File: config.mk
export PLATFORM = sky130hd
export DESIGN_NAME = mem_access_arbiter_flat
export DESIGN_NICKNAME = d
export VERILOG_FILES = /design/src/rtl/mem_map_pkg.sv /design/src/rtl/mem_access_arbiter_if.sv /design/src/rtl/mem_access_arbiter_addr_check.sv /design/src/rtl/mem_access_arbiter.sv /design/src/flat_wrapper.sv
export SDC_FILE = /design/constraint.sdc
export NUM_CORES = 1
export LEC_CHECK = 0
export BUFFER_PORTS_ARGS = -buffer_cell sky130_fd_sc_hd__buf_2
export CORE_AREA = 8 8 124 126
export CTS_CLUSTER_SIZE = 8
export DETAILED_ROUTE_END_ITERATION = 7
export DIE_AREA = 0 0 132 134
export HOLD_SLACK_MARGIN = 0.03
export PLACE_DENSITY = 0.66
export SLEW_MARGIN = 15
export SYNTH_ARGS = -nofsm -noshare
export SYNTH_HDL_FRONTEND = slang
export SYNTH_SLANG_ARGS = --single-unit
File: constraint.sdc
create_clock -name clk -period 5.22 [get_ports clk]
set_input_delay 1.044 -clock clk [delete_from_list [all_inputs] [get_ports clk]]
set_output_delay 1.044 -clock clk [all_outputs]
set_load 0.01 [all_outputs]
File: src/rtl/mem_map_pkg.sv
// Address map, requester port identifiers and access-legality rule shared by
// the memory access arbiter and its address checkers.
package mem_map_pkg;

  localparam logic [11:0] REGION_IMEM  = 12'h010;
  localparam logic [11:0] REGION_CONST = 12'h001;
  localparam logic [11:0] REGION_DMEM  = 12'h800;

  typedef enum logic {
    PORT_FETCH,
    PORT_DATA
  } port_e;

  // Fetches come only from instruction space; loads may also read constants;
  // stores may only touch data space. All accesses must be word aligned.
  function automatic logic addr_legal(input logic [31:0] addr,
                                      input logic        is_fetch,
                                      input logic        is_store);
    logic        aligned;
    logic [11:0] region;
    aligned = (addr[1:0] == 2'b00);
    region  = addr[31:20];
    if (is_fetch)
      addr_legal = aligned && (region == REGION_IMEM);
    else if (is_store)
      addr_legal = aligned && (region == REGION_DMEM);
    else
      addr_legal = aligned && ((region == REGION_CONST) || (region == REGION_DMEM));
  endfunction

endpackage

File: src/rtl/mem_access_arbiter_if.sv
// Bundle of the fetch, load/store and memory-side signals of the arbiter.
// slave = arbiter side, master = requesters plus memory.
interface mem_access_arbiter_if;

  logic        if_req;
  logic [31:0] if_addr;
  logic        if_rdy;
  logic        if_rvalid;
  logic [31:0] if_rdata;
  logic        if_err;

  logic        d_req;
  logic        d_we;
  logic [31:0] d_addr;
  logic [31:0] d_wdata;
  logic        d_rdy;
  logic        d_rvalid;
  logic [31:0] d_rdata;
  logic        d_err;

  logic        mem_rw;
  logic        mem_wr;
  logic [31:0] mem_addr;
  logic [31:0] mem_pca;
  logic [31:0] mem_wdata;
  logic [31:0] mem_out;
  logic [31:0] mem_iout;

  modport slave (
    input  if_req, if_addr, d_req, d_we, d_addr, d_wdata, mem_out, mem_iout,
    output if_rdy, if_rvalid, if_rdata, if_err,
    output d_rdy, d_rvalid, d_rdata, d_err,
    output mem_rw, mem_wr, mem_addr, mem_pca, mem_wdata
  );

  modport master (
    output if_req, if_addr, d_req, d_we, d_addr, d_wdata, mem_out, mem_iout,
    input  if_rdy, if_rvalid, if_rdata, if_err,
    input  d_rdy, d_rvalid, d_rdata, d_err,
    input  mem_rw, mem_wr, mem_addr, mem_pca, mem_wdata
  );

endinterface

File: src/rtl/mem_access_arbiter_addr_check.sv
// Combinational legality decode for one requester port.
// Checks are active only when MEM_ARB_ERR_CHECK_EN is defined; otherwise err is 0.
module mem_addr_check
  import mem_map_pkg::*;
(
  input  logic [31:0] addr,
  input  logic        is_fetch,
  input  logic        is_store,
  output logic        err
);

`ifdef MEM_ARB_ERR_CHECK_EN
  assign err = !addr_legal(addr, is_fetch, is_store);
`else
  logic unused_chk;
  assign unused_chk = ^{addr, is_fetch, is_store};
  assign err        = 1'b0;
`endif

endmodule

File: src/rtl/mem_access_arbiter.sv
// Serialises fetch and load/store traffic onto one memory access per cycle,
// data first with a starvation guard. Error checks gated by MEM_ARB_ERR_CHECK_EN.
module mem_access_arbiter
  import mem_map_pkg::*;
#(
  parameter int STARVE_LIMIT = 4
) (
  input  logic                 clk,
  input  logic                 rst,
  mem_access_arbiter_if.slave  bus
);

  localparam logic [3:0] LIMIT = 4'(STARVE_LIMIT);

  logic [3:0] starve_cnt;
  logic       starve;
  logic       f_acc;
  logic       d_acc;
  logic       f_chk_err;
  logic       d_chk_err;

  logic       iss_valid;
  port_e      iss_port;
  logic       iss_we;
  logic       iss_err;

  // Ready signals are forced low during reset so every output reads 0.
  assign starve     = (starve_cnt == LIMIT) && bus.if_req;
  assign bus.d_rdy  = !rst && !starve;
  assign bus.if_rdy = !rst && (starve || !bus.d_req);
  assign d_acc      = bus.d_req && bus.d_rdy;
  assign f_acc      = bus.if_req && bus.if_rdy;

  mem_addr_check u_if_check (
    .addr     (bus.if_addr),
    .is_fetch (1'b1),
    .is_store (1'b0),
    .err      (f_chk_err)
  );

  mem_addr_check u_d_check (
    .addr     (bus.d_addr),
    .is_fetch (1'b0),
    .is_store (bus.d_we),
    .err      (d_chk_err)
  );

  always_ff @(posedge clk or posedge rst) begin
    if (rst)
      starve_cnt <= '0;
    else if (!bus.if_req || f_acc)
      starve_cnt <= '0;
    else if (d_acc && (starve_cnt != LIMIT))
      starve_cnt <= starve_cnt + 4'd1;
  end

  // Issue stage; the memory address/data registers double as its payload and
  // simply hold while idle.
  always_ff @(posedge clk or posedge rst) begin
    if (rst) begin
      iss_valid     <= 1'b0;
      iss_port      <= PORT_FETCH;
      iss_we        <= 1'b0;
      iss_err       <= 1'b0;
      bus.mem_pca   <= '0;
      bus.mem_addr  <= '0;
      bus.mem_wdata <= '0;
    end else if (f_acc) begin
      iss_valid     <= 1'b1;
      iss_port      <= PORT_FETCH;
      iss_we        <= 1'b0;
      iss_err       <= f_chk_err;
      bus.mem_pca   <= bus.if_addr;
    end else if (d_acc) begin
      iss_valid     <= 1'b1;
      iss_port      <= PORT_DATA;
      iss_we        <= bus.d_we;
      iss_err       <= d_chk_err;
      bus.mem_addr  <= bus.d_addr;
      if (bus.d_we)
        bus.mem_wdata <= bus.d_wdata;
    end else begin
      iss_valid     <= 1'b0;
    end
  end

  assign bus.mem_rw = iss_valid && !iss_err && ((iss_port == PORT_FETCH) || !iss_we);
  assign bus.mem_wr = iss_valid && !iss_err && (iss_port == PORT_DATA) && iss_we;

  always_ff @(posedge clk or posedge rst) begin
    if (rst) begin
      bus.if_rvalid <= 1'b0;
      bus.if_err    <= 1'b0;
      bus.d_rvalid  <= 1'b0;
      bus.d_err     <= 1'b0;
    end else begin
      bus.if_rvalid <= iss_valid && (iss_port == PORT_FETCH);
      bus.if_err    <= iss_valid && (iss_port == PORT_FETCH) && iss_err;
      bus.d_rvalid  <= iss_valid && (iss_port == PORT_DATA);
      bus.d_err     <= iss_valid && (iss_port == PORT_DATA) && iss_err;
    end
  end

  // Read data comes straight from the memory buses, masked during reset.
  assign bus.if_rdata = rst ? '0 : bus.mem_iout;
  assign bus.d_rdata  = rst ? '0 : bus.mem_out;

endmodule

File: src/flat_wrapper.sv
// flat-port wrapper written by rule: the top's interface ports become plain ports
module mem_access_arbiter_flat import mem_map_pkg::*;
#(
  parameter int STARVE_LIMIT = 4
)
  (clk, rst, bus_if_req, bus_if_addr, bus_d_req, bus_d_we, bus_d_addr, bus_d_wdata, bus_mem_out, bus_mem_iout, bus_if_rdy, bus_if_rvalid, bus_if_rdata, bus_if_err, bus_d_rdy, bus_d_rvalid, bus_d_rdata, bus_d_err, bus_mem_rw, bus_mem_wr, bus_mem_addr, bus_mem_pca, bus_mem_wdata);
  mem_access_arbiter_if bus_i ();
  input  logic clk;
  input  logic rst;
  input wire logic [$bits(bus_i.if_req)-1:0] bus_if_req;
  input wire logic [$bits(bus_i.if_addr)-1:0] bus_if_addr;
  input wire logic [$bits(bus_i.d_req)-1:0] bus_d_req;
  input wire logic [$bits(bus_i.d_we)-1:0] bus_d_we;
  input wire logic [$bits(bus_i.d_addr)-1:0] bus_d_addr;
  input wire logic [$bits(bus_i.d_wdata)-1:0] bus_d_wdata;
  input wire logic [$bits(bus_i.mem_out)-1:0] bus_mem_out;
  input wire logic [$bits(bus_i.mem_iout)-1:0] bus_mem_iout;
  output wire logic [$bits(bus_i.if_rdy)-1:0] bus_if_rdy;
  output wire logic [$bits(bus_i.if_rvalid)-1:0] bus_if_rvalid;
  output wire logic [$bits(bus_i.if_rdata)-1:0] bus_if_rdata;
  output wire logic [$bits(bus_i.if_err)-1:0] bus_if_err;
  output wire logic [$bits(bus_i.d_rdy)-1:0] bus_d_rdy;
  output wire logic [$bits(bus_i.d_rvalid)-1:0] bus_d_rvalid;
  output wire logic [$bits(bus_i.d_rdata)-1:0] bus_d_rdata;
  output wire logic [$bits(bus_i.d_err)-1:0] bus_d_err;
  output wire logic [$bits(bus_i.mem_rw)-1:0] bus_mem_rw;
  output wire logic [$bits(bus_i.mem_wr)-1:0] bus_mem_wr;
  output wire logic [$bits(bus_i.mem_addr)-1:0] bus_mem_addr;
  output wire logic [$bits(bus_i.mem_pca)-1:0] bus_mem_pca;
  output wire logic [$bits(bus_i.mem_wdata)-1:0] bus_mem_wdata;
  assign bus_i.if_req = bus_if_req;
  assign bus_i.if_addr = bus_if_addr;
  assign bus_i.d_req = bus_d_req;
  assign bus_i.d_we = bus_d_we;
  assign bus_i.d_addr = bus_d_addr;
  assign bus_i.d_wdata = bus_d_wdata;
  assign bus_i.mem_out = bus_mem_out;
  assign bus_i.mem_iout = bus_mem_iout;
  assign bus_if_rdy = bus_i.if_rdy;
  assign bus_if_rvalid = bus_i.if_rvalid;
  assign bus_if_rdata = bus_i.if_rdata;
  assign bus_if_err = bus_i.if_err;
  assign bus_d_rdy = bus_i.d_rdy;
  assign bus_d_rvalid = bus_i.d_rvalid;
  assign bus_d_rdata = bus_i.d_rdata;
  assign bus_d_err = bus_i.d_err;
  assign bus_mem_rw = bus_i.mem_rw;
  assign bus_mem_wr = bus_i.mem_wr;
  assign bus_mem_addr = bus_i.mem_addr;
  assign bus_mem_pca = bus_i.mem_pca;
  assign bus_mem_wdata = bus_i.mem_wdata;
  mem_access_arbiter #(.STARVE_LIMIT(STARVE_LIMIT)) u_core (.clk(clk), .rst(rst), .bus(bus_i));
endmodule
-- After elaboration in Yosys (flattened, before gate mapping)
Cells that the tools add are included.
- $add $sub $neg: 1
- equality and inequality tests: 2
- multiplexer cells: 12
- bitwise logic cells: 2
- reduce and logical (&&, ||, !) cells: 27
- operators by type and width (cell ; number):
    $mux 32 ; 2
    $logic_and 1x1->1 ; 14
    $mux 1 ; 8
    $mux 4 ; 2
    $logic_not 1->1 ; 6
    $add 4x1->4 const B ; 1
    $eq 4x3->1 const B ; 1
    $ne 4x3->1 const B ; 1
    $reduce_bool 2->1 ; 2
    $logic_or 1x1->1 ; 3
    $reduce_and 3->1 ; 1
    $not 1->1 ; 2
    $reduce_and 2->1 ; 1
- register bits after elaboration: 108
- input bits: 165

-- Depth between registers and ports, before layout
Gate-level depths: netlist of run 1.
- word-level depth: 8
- depth in mapped cells: 7
- mapped depth without buffers: 6

-- Hierarchy
From an unflattened synthesis of run 1, not the netlist that was laid out.
- cells, all modules: 338
- area, all modules: 4642.0 sq um
- modules (own cells, without submodules) (module ; instances ; cells an instance ; area each (sq um)):
    mem_access_arbiter ; 1 ; 334 ; 4619.4
    mem_addr_check ; 2 ; 2 ; 11.3

-- Worst setup path before layout of run 1
No wires, ideal clock.
- kind: input to register
- start: input port rst
- end: register u_core.starve_cnt[1]
- library setup time: 83 ps
- arrival time: 3816 ps
- slack: 1321 ps
- cell stages on the path: 4
- buffers on the path: 1
- path through: clkbuf_1 -> inv_1 -> nand4_1 -> a21oi_1
- longest elaborated chain between the ends: 5
- elaborated cells on any way between the ends: 9
- RTL lines (element ; RTL line ; source):
    start: declaration ; flat_wrapper.sv:9 ; input logic rst;
    $logic_not 1->1 * ; mem_access_arbiter.sv:29, mem_access_arbiter.sv:30 ;
    $logic_and 1x1->1, on equally long branches ; mem_access_arbiter.sv:30, mem_access_arbiter.sv:29 ;
    $logic_and 1x1->1, on equally long branches ; mem_access_arbiter.sv:32, mem_access_arbiter.sv:31 ;
    $logic_or 1x1->1 or $logic_and 1x1->1 (tied branches) ; mem_access_arbiter.sv:51, mem_access_arbiter.sv:53 ;
    $mux 4 or $reduce_bool 2->1 (tied branches) ; -- ;
    end signal: assignment ; mem_access_arbiter.sv:54 ; starve_cnt <= starve_cnt + 4'd1;
    end: declaration ; mem_access_arbiter.sv:15 ; logic [3:0] starve_cnt;
Mark *: on every way between the ends. The rest lies on a longest branch, timed or not.
A chain may end at the register's enable or synchronous reset.

-- Final worst setup path of run 1
- start: input port rst
- end: output port bus_d_rdata[16]
- longest elaborated chain between the ends: 1
- RTL lines (element ; RTL line ; source):
    $mux 32 ; mem_access_arbiter.sv:106 ; assign bus.d_rdata = rst ? '0 : bus.mem_out;
    end: declaration ; flat_wrapper.sv:24 ; output wire logic [$bits(bus_i.d_rdata)-1:0] bus_d_rdata;
Every way passes these cells.

==> metrics, run 1 <==
total placed cells including tap cells=821; Power Dens Cells=about 330 nW/µm²; Tmin final=approximately 3.2 ns; Leakage Power=between 0.003 and 0.004 µW; result of the run=finished, final reports clean; fillers=approximately 1300; clock root cell=sky130_fd_sc_hd__clkbuf_16; number of buffers on the longest clock path=2; Final Wtd Congestion=just over 0.8; Clock H-tree levels=3; vias after detailed routing=roughly 3800; data arrival time of the worst path=roughly 2.2 ns; register area share after synthesis=between 50% and 60%; Ports=about 330; number of hold violations in the final report=0; Std-Cell Core Area=approximately 14000 µm²; unrepaired setup endpoints after global routing=false; worst path setup slack after routing=roughly 2 ns; number of different library cells in the post-synthesis netlist=30; amount of wire on met2 after detailed routing=approximately 8.8 mm; combined area of the multi-input logic cells=around 1700 µm²; total negative slack=0 ns; post-route standard cell area excluding fillers=6550 µm²; max cap viols=0; die extent in x=around 130 µm; count of unresolved DRC violations after routing=0; cts-stage hold buffer count=0; clock skew after layout=0.00769 ns; cell area after synthesis=between 4000 and 5000 µm²; data required time at the worst endpoint=4.18 ns; Die Area=~18000 µm²; initial antenna violation count=0; CTS buffer count=9; buffers inserted during post-CTS setup optimization=0; commonest non-fill, non-tap cells in the layout=sky130_fd_sc_hd__buf_2 (330), sky130_fd_sc_hd__dfrtp_1 (105), sky130_fd_sc_hd__mux2_2 (93); clock tree from TritonCTS=done; Row Count=43; met1 WL=around 5.4 mm; routed vias/inst=between 4 and 5; HPWL Detailed=between 10 and 15 mm; top cell type by total area after synthesis=sky130_fd_sc_hd__dfrtp_1; total of buffers placed on input and output ports=330; Die Span Y=134 µm; proportion of layout cells with a drive suffix above 1=approximately two thirds; delay of the slowest cell on the worst path=about 0.57 ns; most common library cell in the layout ignoring fill and taps=sky130_fd_sc_hd__buf_2; count of placed standard cells in the final layout, fillers left out=between 800 and 900; Worst Path Max Fanout=70; count of mapped cells out of synthesis=about 330; DRC violation total after the first TritonRoute iteration=around 100; worst supply voltage drop on vdd=0.000187 V; CTS clk-pin slew, worst paths=around 0.070 ns; fin nets=roughly 800; diode insertion count for antenna repair=0; post-synthesis sequential element count=between 100 and 150; average footprint of a synthesized cell=around 14 µm²; worst slack, placed=around 1.9 ns; via count of the first global-routing pass=around 4300; starting density of the core=about a third; detailed route wirelength on metal3=~1.3 mm; dominant cell type by count on the critical path=sky130_fd_sc_hd__buf_2; buffering stage count on the worst path with inverters included=3; Slowest cell on crit path=sky130_fd_sc_hd__buf_4; maximum number of pins on one net before global-route repair=76; First-pass DRT Iterations=4; area added between synthesis and finish=45.8%; max_slew headroom=a little under 40%; post-route fraction of the period consumed by the critical path=roughly three fifths; total of warnings raised by yosys=0; critical path class=in -> out; total congestion overflow after global routing=0; synth top area cells=sky130_fd_sc_hd__dfrtp_1 (58%), sky130_fd_sc_hd__mux2_2 (23%), sky130_fd_sc_hd__nor2b_1 (9.1%); final setup vio count=0; Reg area=2630 µm²; Max Transition Viols Final=0; routed wire length per instance=between 15 and 20 µm; max frequency=0.309 GHz; Worst Hold Class=reg -> reg; Critical Path, Cell by Cell=buf_2, buf_4, nor2b_1, buf_2; Final Power=~2200 µW; Overall Global Routing Usage=~17%; Routed Wire Length=~16 mm; slew of the pin with the lowest slew margin=between 0.9 and 1 ns; critical path startpoint category=input pin; largest delay contributor family on the critical path=buffers and inverters; count of antenna-violating nets left after detailed routing=0; total placed instance area=6270 µm²; Clock Sinks=around 110; clock latency on the worst-skew pair=0.34 ns; Yosys top cell area share=58.5%; number of resized instances in the post-cts repair step=0; uppermost metal layer occupied by signal nets=met4; CP endpoint kind=primary output; first-pass GRT wire length=24.3 mm
## final cells by class
| type | count | share of cell area, % |
|---|---|---|
| flip-flops and latches | 105 | 40.1 |
| multi-input cells | 198 | 26.3 |
| repair buffers | 333 | 25.6 |
| clock buffers | 9 | 3.44 |
| well taps | 180 | 3.44 |
| clock inverters | 7 | 0.822 |
| inverters | 5 | 0.325 |
## final timing paths
kind / startpoint / to / slack (ns) / depth (start not counted)
min in group asynchronous: rst / u_core.bus.mem_pca[30]$_DFFE_PP0P_ / 0.95 / 2
max in group asynchronous: rst / u_core.bus.mem_wdata[10]$_DFFE_PP0P_ / 3.31 / 3
worst max register to register: u_core.starve_cnt[0]$_DFFE_PP0P_ / u_core.bus.mem_wdata[16]$_DFFE_PP0P_ / 2.78 / 6
worst min-delay path: u_core.bus.mem_pca[3]$_DFFE_PP0P_ / u_core.bus.mem_pca[3]$_DFFE_PP0P_ / 0.48 / 1
worst max-delay path: rst / bus_d_rdata[16] / 1.99 / 4
worst min register to register: u_core.bus.mem_pca[3]$_DFFE_PP0P_ / u_core.bus.mem_pca[3]$_DFFE_PP0P_ / 0.48 / 1
## logic make-up after synthesis
group | after synthesis | share of synthesized area, %
flip-flops | 105 | 58.5
multiplexers | 96 | 24.1
adder cells (fa/ha/maj) | 2 | 0.557
AO/OA/AOI/OAI | 11 | 1.67
buffers and inverters | 25 | 3.29
AND/OR/NAND/NOR | 87 | 11.8
other | 1 | 0.0835
## synth_stat cells
master                     number
sky130_fd_sc_hd__a211oi_4       1
sky130_fd_sc_hd__a21boi_0       1
sky130_fd_sc_hd__a21oi_1        4
sky130_fd_sc_hd__a31oi_1        2
sky130_fd_sc_hd__and2_1         1
sky130_fd_sc_hd__and2b_1        1
sky130_fd_sc_hd__and3_1         1
sky130_fd_sc_hd__buf_1          1
sky130_fd_sc_hd__buf_2          1
sky130_fd_sc_hd__buf_4          8
sky130_fd_sc_hd__buf_6          3
sky130_fd_sc_hd__clkbuf_1       7
sky130_fd_sc_hd__conb_1         1
sky130_fd_sc_hd__dfrtp_1      105
sky130_fd_sc_hd__ha_1           2
sky130_fd_sc_hd__inv_1          5
sky130_fd_sc_hd__mux2_1         3
sky130_fd_sc_hd__mux2_2        93
sky130_fd_sc_hd__nand2_1        4
sky130_fd_sc_hd__nand2_2        2
sky130_fd_sc_hd__nand3_1        5
sky130_fd_sc_hd__nand3_2        1
sky130_fd_sc_hd__nand3b_1       1
sky130_fd_sc_hd__nand4_1        1
sky130_fd_sc_hd__nor2_1         2
sky130_fd_sc_hd__nor2b_1       65
sky130_fd_sc_hd__nor2b_2        1
sky130_fd_sc_hd__nor3_1         1
sky130_fd_sc_hd__nor3b_1        1
sky130_fd_sc_hd__o21ai_0        3
## registers in the layout, summed over array words and instances, names as in the netlist
register and count:
u_core.iss_port 1, u_core.bus.mem_wdata 32, u_core.starve_cnt 4, u_core.bus.if_rvalid 1, u_core.iss_we 1, u_core.bus.mem_pca 32
u_core.bus.mem_addr 32, u_core.iss_valid 1, u_core.bus.d_rvalid 1
## report_power, final
group | total, µW | internal [µW] | switching [µW]
logic | 525 | 268 | 257
clock network | 637 | 328 | 309
registers | 1010 | 947 | 63.3
## metrics by stage
step / hold WS, ns / util [%]
after floorplan: 0.445 / -
after global placement: 0.463 / 46.4
after detailed placement: 0.469 / 46.4
after CTS: 0.486 / 48.5
after global routing: 0.502 / 48.5
final: 0.481 / 48.5
## metal layers
layer,global-route usage (%),vias up
met5,0,-
met3,6.06,13
met4,5.11,0
li1,-,1740
met1,16.9,1856
met2,34.0,186
Power figures use the tool's default switching activity.
==> inputs of run 2 (changes only) <==
Clock period 5.22 ns to 3.3 ns, I/O delays scaled along.
==> metrics, run 2 (synthesis gave the netlist of run 1 again) <==
largest delay contributor family on the critical path=simple AND/OR/NAND/NOR gates (was buffers and inverters); worst supply voltage drop on vdd=0.000223 V (was 0.000187 V); critical path class=reg -> out (was in -> out); area added between synthesis and finish=46.7% (was 45.8%); Tmin final=about 2.7 ns; total congestion overflow after global routing=0 (unchanged); buffering stage count on the worst path with inverters included=2 (was 3); Leakage Power=0.00341 µW (was 0.00340 µW); number of buffers on the longest clock path=2 (unchanged); most common library cell in the layout ignoring fill and taps=sky130_fd_sc_hd__buf_2 (unchanged); maximum number of pins on one net before global-route repair=69 (was 76); Routed Wire Length=15.1 mm (was 15.7 mm); clock tree from TritonCTS=done (unchanged); Slowest cell on crit path=sky130_fd_sc_hd__dfrtp_1 (was sky130_fd_sc_hd__buf_4); total of buffers placed on input and output ports=330 (unchanged); proportion of layout cells with a drive suffix above 1=68.0% (was 68.2%); max_slew headroom=45.0% (was 39.2%); total negative slack=0 ns (unchanged); fillers=1228 (was 1289); routed wire length per instance=18.0 µm (was 18.8 µm); clock skew after layout=0.00721 ns (was 0.00769 ns); CTS clk-pin slew, worst paths=0.07 ns (about the same); count of unresolved DRC violations after routing=0 (unchanged); Clock H-tree levels=3 (unchanged); Power Dens Cells=529 nW/µm² (was 332 nW/µm²); Overall Global Routing Usage=16.4% (was 17.5%); final setup vio count=0 (unchanged); routed vias/inst=4.41 (was 4.53); Clock Sinks=105 (unchanged); CP endpoint kind=primary output (unchanged); post-route fraction of the period consumed by the critical path=between 80 and 90%; Die Area=17700 µm² (unchanged); result of the run=finished, final reports clean (unchanged); critical path startpoint category=flip-flop (was input pin); Die Span Y=134 µm (unchanged); top flop regs=u_core.bus.mem_addr (32), u_core.bus.mem_pca (32), u_core.bus.mem_wdata (32) (unchanged); number of resized instances in the post-cts repair step=0 (unchanged); Final Wtd Congestion=0.830 (was 0.826); Ports=333 (unchanged); vias after detailed routing=3704 (was 3795); total placed instance area=6290 µm² (was 6270 µm²); combined area of the multi-input logic cells=1720 µm² (unchanged); logic depth of the worst setup path including buffers=6 (was 4); unrepaired setup endpoints after global routing=false (unchanged); Worst Path Max Fanout=6 (was 70); Worst Hold Class=in -> async (was reg -> reg); CTS buffer count=9 (unchanged); Row Count=43 (unchanged); commonest non-fill, non-tap cells in the layout=sky130_fd_sc_hd__buf_2 (330), sky130_fd_sc_hd__dfrtp_1 (105), sky130_fd_sc_hd__mux2_2 (93) (unchanged); depth of the most critical reg-to-reg path=6 (unchanged); via count of the first global-routing pass=4213 (was 4346); First-pass DRT Iterations=4 (unchanged); DRC violation total after the first TritonRoute iteration=105 (was 104); buffers inserted during post-CTS setup optimization=0 (unchanged); delay of the slowest cell on the worst path=0.41 ns (was 0.57 ns); slew of the pin with the lowest slew margin=0.824 ns (was 0.912 ns); max cap viols=0 (unchanged); clock root cell=sky130_fd_sc_hd__clkbuf_16 (unchanged); max frequency=0.370 GHz; HPWL Detailed=12.6 mm (was 13.0 mm); Critical Path, Cell by Cell=inv_1, ha_1, nor2b_2, nand3_1, a21oi_1, buf_2 (was buf_2, buf_4, nor2b_1, buf_2); number of hold violations in the final report=0 (unchanged); clock latency on the worst-skew pair=0.33 ns (was 0.34 ns); count of antenna-violating nets left after detailed routing=0 (unchanged); cts-stage hold buffer count=0 (unchanged); Final Power=3490 µW (was 2170 µW); die extent in x=132 µm (unchanged); final core occ=48.8% (was 48.5%); data required time at the worst endpoint=2.64 ns (was 4.18 ns); Reg area=2630 µm² (unchanged); starting density of the core=33.3% (unchanged); initial antenna violation count=2 (was 0); first-pass GRT wire length=22.9 mm (was 24.3 mm); Std-Cell Core Area=13500 µm² (unchanged); post-route standard cell area excluding fillers=6590 µm² (was 6550 µm²); data arrival time of the worst path=2.04 ns (was 2.19 ns); Max Transition Viols Final=0 (unchanged); fin nets=820 (was 819)
[run 2: cell count changes in the layout (fill, tap and decap cells not counted), sizes merged]
| cell | before | now |
|---|---|---|
| clkinv | 3 | 1 |
| buf | 333 | 334 |
| inv | 7 | 5 |
| clkbuf | 9 | 11 |
| diode | 0 | 2 |
| bufinv | 0 | 1 |
[run 2: metrics by stage]
step	hold WS, ns	setup slack, ns	instances
2_1_floorplan	0.445	0.183	328
3_3_place_gp	0.465	0.868	822
3_5_place_dp	0.479	0.770	822
4_1_cts	0.496	0.568	837
5_1_grt	0.507	0.459	839
6_report	0.487	0.596	839
[run 2: path summary, 6_finish.rpt]
path	startpoint	to	slack [ns]
setup / recovery	u_core.starve_cnt[0]$_DFFE_PP0P_	bus_if_rdy	0.60
hold / removal	rst	u_core.bus.mem_pca[2]$_DFFE_PP0P_	0.49
setup reg to reg	u_core.starve_cnt[0]$_DFFE_PP0P_	u_core.bus.mem_wdata[26]$_DFFE_PP0P_	0.85
hold reg to reg	u_core.iss_port$_DFFE_PP0P_	u_core.bus.if_rvalid$_DFF_PP0_	0.49
max in group asynchronous	rst	u_core.starve_cnt[0]$_DFFE_PP0P_	1.88
min in group clk	u_core.iss_port$_DFFE_PP0P_	u_core.bus.if_rvalid$_DFF_PP0_	0.49
[run 2: final cells by class]
type                            instances  share of cell area (%)
Clock buffer                           11                    3.68
Antenna cell                            2                  0.0760
Timing Repair Buffer                  334                    25.7
Clock inverter                          4                   0.779
Inverter                                5                   0.342
Multi-Input combinational cell        198                    26.1
Sequential cell                       105                    39.9
Tap cell                              180                    3.42
[run 2: layer usage]
layer	wire [µm]	GRT usage (%)
met5	0	0
met4	140	5.42
met3	1320	6.13
met2	8570	32.1
met1	5080	15.1
[run 2: report_power, final]
part           leakage [µW]  switching [µW]  internal (µW)
sequential          0.00125             103           1500
clock              0.000142             444            606
combinational       0.00202             407            427
total               0.00341             954           2530
[run 2: worst reg2reg max path, stage by stage, from the launching register on]
cell and delay [ns]:
sky130_fd_sc_hd__dfrtp_1 0.38, sky130_fd_sc_hd__inv_1 0.09, sky130_fd_sc_hd__ha_1 0.21, sky130_fd_sc_hd__nor2b_2 0.18
sky130_fd_sc_hd__nand3_1 0.22, sky130_fd_sc_hd__nand3_2 0.69, sky130_fd_sc_hd__mux2_2 0.56
==> inputs of run 3 (changes only) <==
Settings changed: CORE_AREA 8 8 124 126 to 8 8 123 125, DIE_AREA 0 0 132 134 to 0 0 131 133, PLACE_DENSITY 0.66 to 0.7.
Clock period 3.3 ns to 2.3 ns, I/O delays scaled along.
==> metrics, run 3 (synthesis gave the netlist of run 1 again) <==
result of the run=finished, final reports clean (unchanged); routed wire length per instance=18.5 µm (was 18.0 µm); Row Count=42 (was 43); final setup vio count=0 (unchanged); starting density of the core=34.3% (was 33.3%); Worst Hold Class=in -> reg (was in -> async); post-route fraction of the period consumed by the critical path=between 90% and 100%; buffering stage count on the worst path with inverters included=2 (unchanged); unrepaired setup endpoints after global routing=false (unchanged); Overall Global Routing Usage=17.4% (was 16.4%); clock latency on the worst-skew pair=0.34 ns (was 0.33 ns); HPWL Detailed=12.9 mm (was 12.6 mm); CTS clk-pin slew, worst paths=0.07 ns (about the same); number of buffers on the longest clock path=2 (unchanged); Std-Cell Core Area=13100 µm² (was 13500 µm²); Worst Path Max Fanout=6 (unchanged); top flop regs=u_core.bus.mem_addr (32), u_core.bus.mem_pca (32), u_core.bus.mem_wdata (32) (unchanged); die extent in x=131 µm (was 132 µm); critical path class=reg -> out (unchanged); Slowest cell on crit path=sky130_fd_sc_hd__dfrtp_1 (unchanged); Final Wtd Congestion=0.828 (was 0.830); Die Area=17400 µm² (was 17700 µm²); fin nets=823 (was 820); number of hold violations in the final report=0 (unchanged); max cap viols=0 (unchanged); First-pass DRT Iterations=4 (unchanged); diode insertion count for antenna repair=0 (was 2); via count of the first global-routing pass=4413 (was 4213); commonest non-fill, non-tap cells in the layout=sky130_fd_sc_hd__buf_2 (330), sky130_fd_sc_hd__dfrtp_1 (105), sky130_fd_sc_hd__mux2_2 (93) (unchanged); CTS buffer count=9 (unchanged); DRC violation total after the first TritonRoute iteration=153 (was 105); fillers=1183 (was 1228); crit path from=u_core.starve_cnt[0]$_DFFE_PP0P_ (unchanged); cts-stage hold buffer count=0 (unchanged); data required time at the worst endpoint=1.84 ns (was 2.64 ns); critical path startpoint category=flip-flop (unchanged); delay of the slowest cell on the worst path=0.41 ns (about the same); initial antenna violation count=0 (was 2); Routed Wire Length=15.5 mm (was 15.1 mm); Leakage Power=0.00346 µW (was 0.00341 µW); total congestion overflow after global routing=0 (unchanged); total of buffers placed on input and output ports=330 (unchanged); data arrival time of the worst path=1.70 ns (was 2.04 ns); count of antenna-violating nets left after detailed routing=0 (unchanged); Clock H-tree levels=3 (unchanged); startpoint of the lowest-slack hold path=bus_if_addr[9]; clock tree from TritonCTS=done (unchanged); worst slack, placed=0.342 ns (was 0.770 ns); Clock Sinks=105 (unchanged); buffers inserted during post-CTS setup optimization=0 (unchanged); routed vias/inst=4.45 (was 4.41); Max Transition Viols Final=0 (unchanged); clock skew after layout=0.0105 ns (was 0.00721 ns); Die Span Y=133 µm (was 134 µm); clock root cell=sky130_fd_sc_hd__clkbuf_16 (unchanged); largest delay contributor family on the critical path=flip-flops (was simple AND/OR/NAND/NOR gates); slack of the worst reg-to-reg path=0.33 ns (was 0.85 ns); most common library cell in the layout ignoring fill and taps=sky130_fd_sc_hd__buf_2 (unchanged); Final Power=5070 µW (was 3490 µW); Ports=333 (unchanged); area added between synthesis and finish=48.6% (was 46.7%); count of unresolved DRC violations after routing=0 (unchanged); hold slack=0.341 ns (was 0.487 ns); Power Dens Cells=760 nW/µm² (was 529 nW/µm²); CP endpoint kind=primary output (unchanged); first-pass GRT wire length=23.3 mm (was 22.9 mm); proportion of layout cells with a drive suffix above 1=68.2% (was 68.0%); worst supply voltage drop on vdd=0.000316 V (was 0.000223 V); vias after detailed routing=3726 (was 3704); source of the worst register-to-register timing path=u_core.starve_cnt[0]$_DFFE_PP0P_ (unchanged); worst path setup slack after routing=0.135 ns (was 0.596 ns); Critical Path, Cell by Cell=inv_1, ha_1, nor2b_4, nand3_2, a21oi_1, buf_2 (was inv_1, ha_1, nor2b_2, nand3_1, a21oi_1, buf_2); Tmin final=2.16 ns; maximum number of pins on one net before global-route repair=68 (was 69); max frequency=between 0.4 and 0.5 GHz
[run 3: metal layers]
| metal | global-route usage (%) | routed length, µm | up-vias |
|---|---|---|---|
| li1 | - | - | 1754 |
| met1 | 16.3 | 5030 | 1773 |
| met2 | 33.9 | 8680 | 185 |
| met3 | 5.79 | 1530 | 14 |
| met4 | 5.30 | 211 | 0 |
| met5 | 0 | 0 | - |
[run 3: worst register-to-register path: stages, from the launching register on]
cell and delay [ns]:
sky130_fd_sc_hd__dfrtp_1 0.41, sky130_fd_sc_hd__inv_1 0.09, sky130_fd_sc_hd__ha_1 0.16, sky130_fd_sc_hd__nor2b_4 0.20
sky130_fd_sc_hd__nand2_2 0.09, sky130_fd_sc_hd__a211oi_4 0.28, sky130_fd_sc_hd__buf_12 0.24, sky130_fd_sc_hd__mux2_2 0.39
[run 3: repair_timing]
action	in CTS	in global routing
setup endpoints to repair	1	1
gates resized for setup	1	1
gates cloned	0	0
[run 3: where the power goes]
group / internal, µW / total, µW / switching (µW)
Sequential: 2150 / 2300 / 146
Combinational: 624 / 1220 / 592
Clock: 911 / 1560 / 650
[run 3: area by class of cell]
type                    count  area [µm²]  share of cell area, %
inverters                   5        22.5                  0.337
well taps                 176         220                   3.30
clock inverters             3        47.5                  0.712
repair buffers            337        1770                   26.5
multi-input cells         198        1730                   25.9
clock buffers              13         260                   3.90
flip-flops and latches    105        2630                   39.4
[run 3: final timing paths]
path / endpoint / cells after the start
max reg2reg: u_core.bus.mem_pca[26]$_DFFE_PP0P_ / 7
min: u_core.bus.mem_pca[9]$_DFFE_PP0P_ / 2
max: bus_if_rdy / 6
min reg2reg: u_core.bus.if_rvalid$_DFF_PP0_ / 1
max in group asynchronous: u_core.bus.mem_wdata[24]$_DFFE_PP0P_ / 3
min in group asynchronous: u_core.starve_cnt[2]$_DFFE_PP0P_ / 3
[run 3: metrics by stage]
stage / utilization [%] / area [µm²] / cells / TNS (ns)
2_1_floorplan: - / 4520 / 328 / -0.376
3_3_place_gp: 48.6 / 6360 / 821 / 0
3_5_place_dp: 48.6 / 6360 / 821 / 0
4_1_cts: 51.0 / 6670 / 837 / 0
5_1_grt: 51.0 / 6680 / 837 / 0
6_report: 51.0 / 6680 / 837 / 0
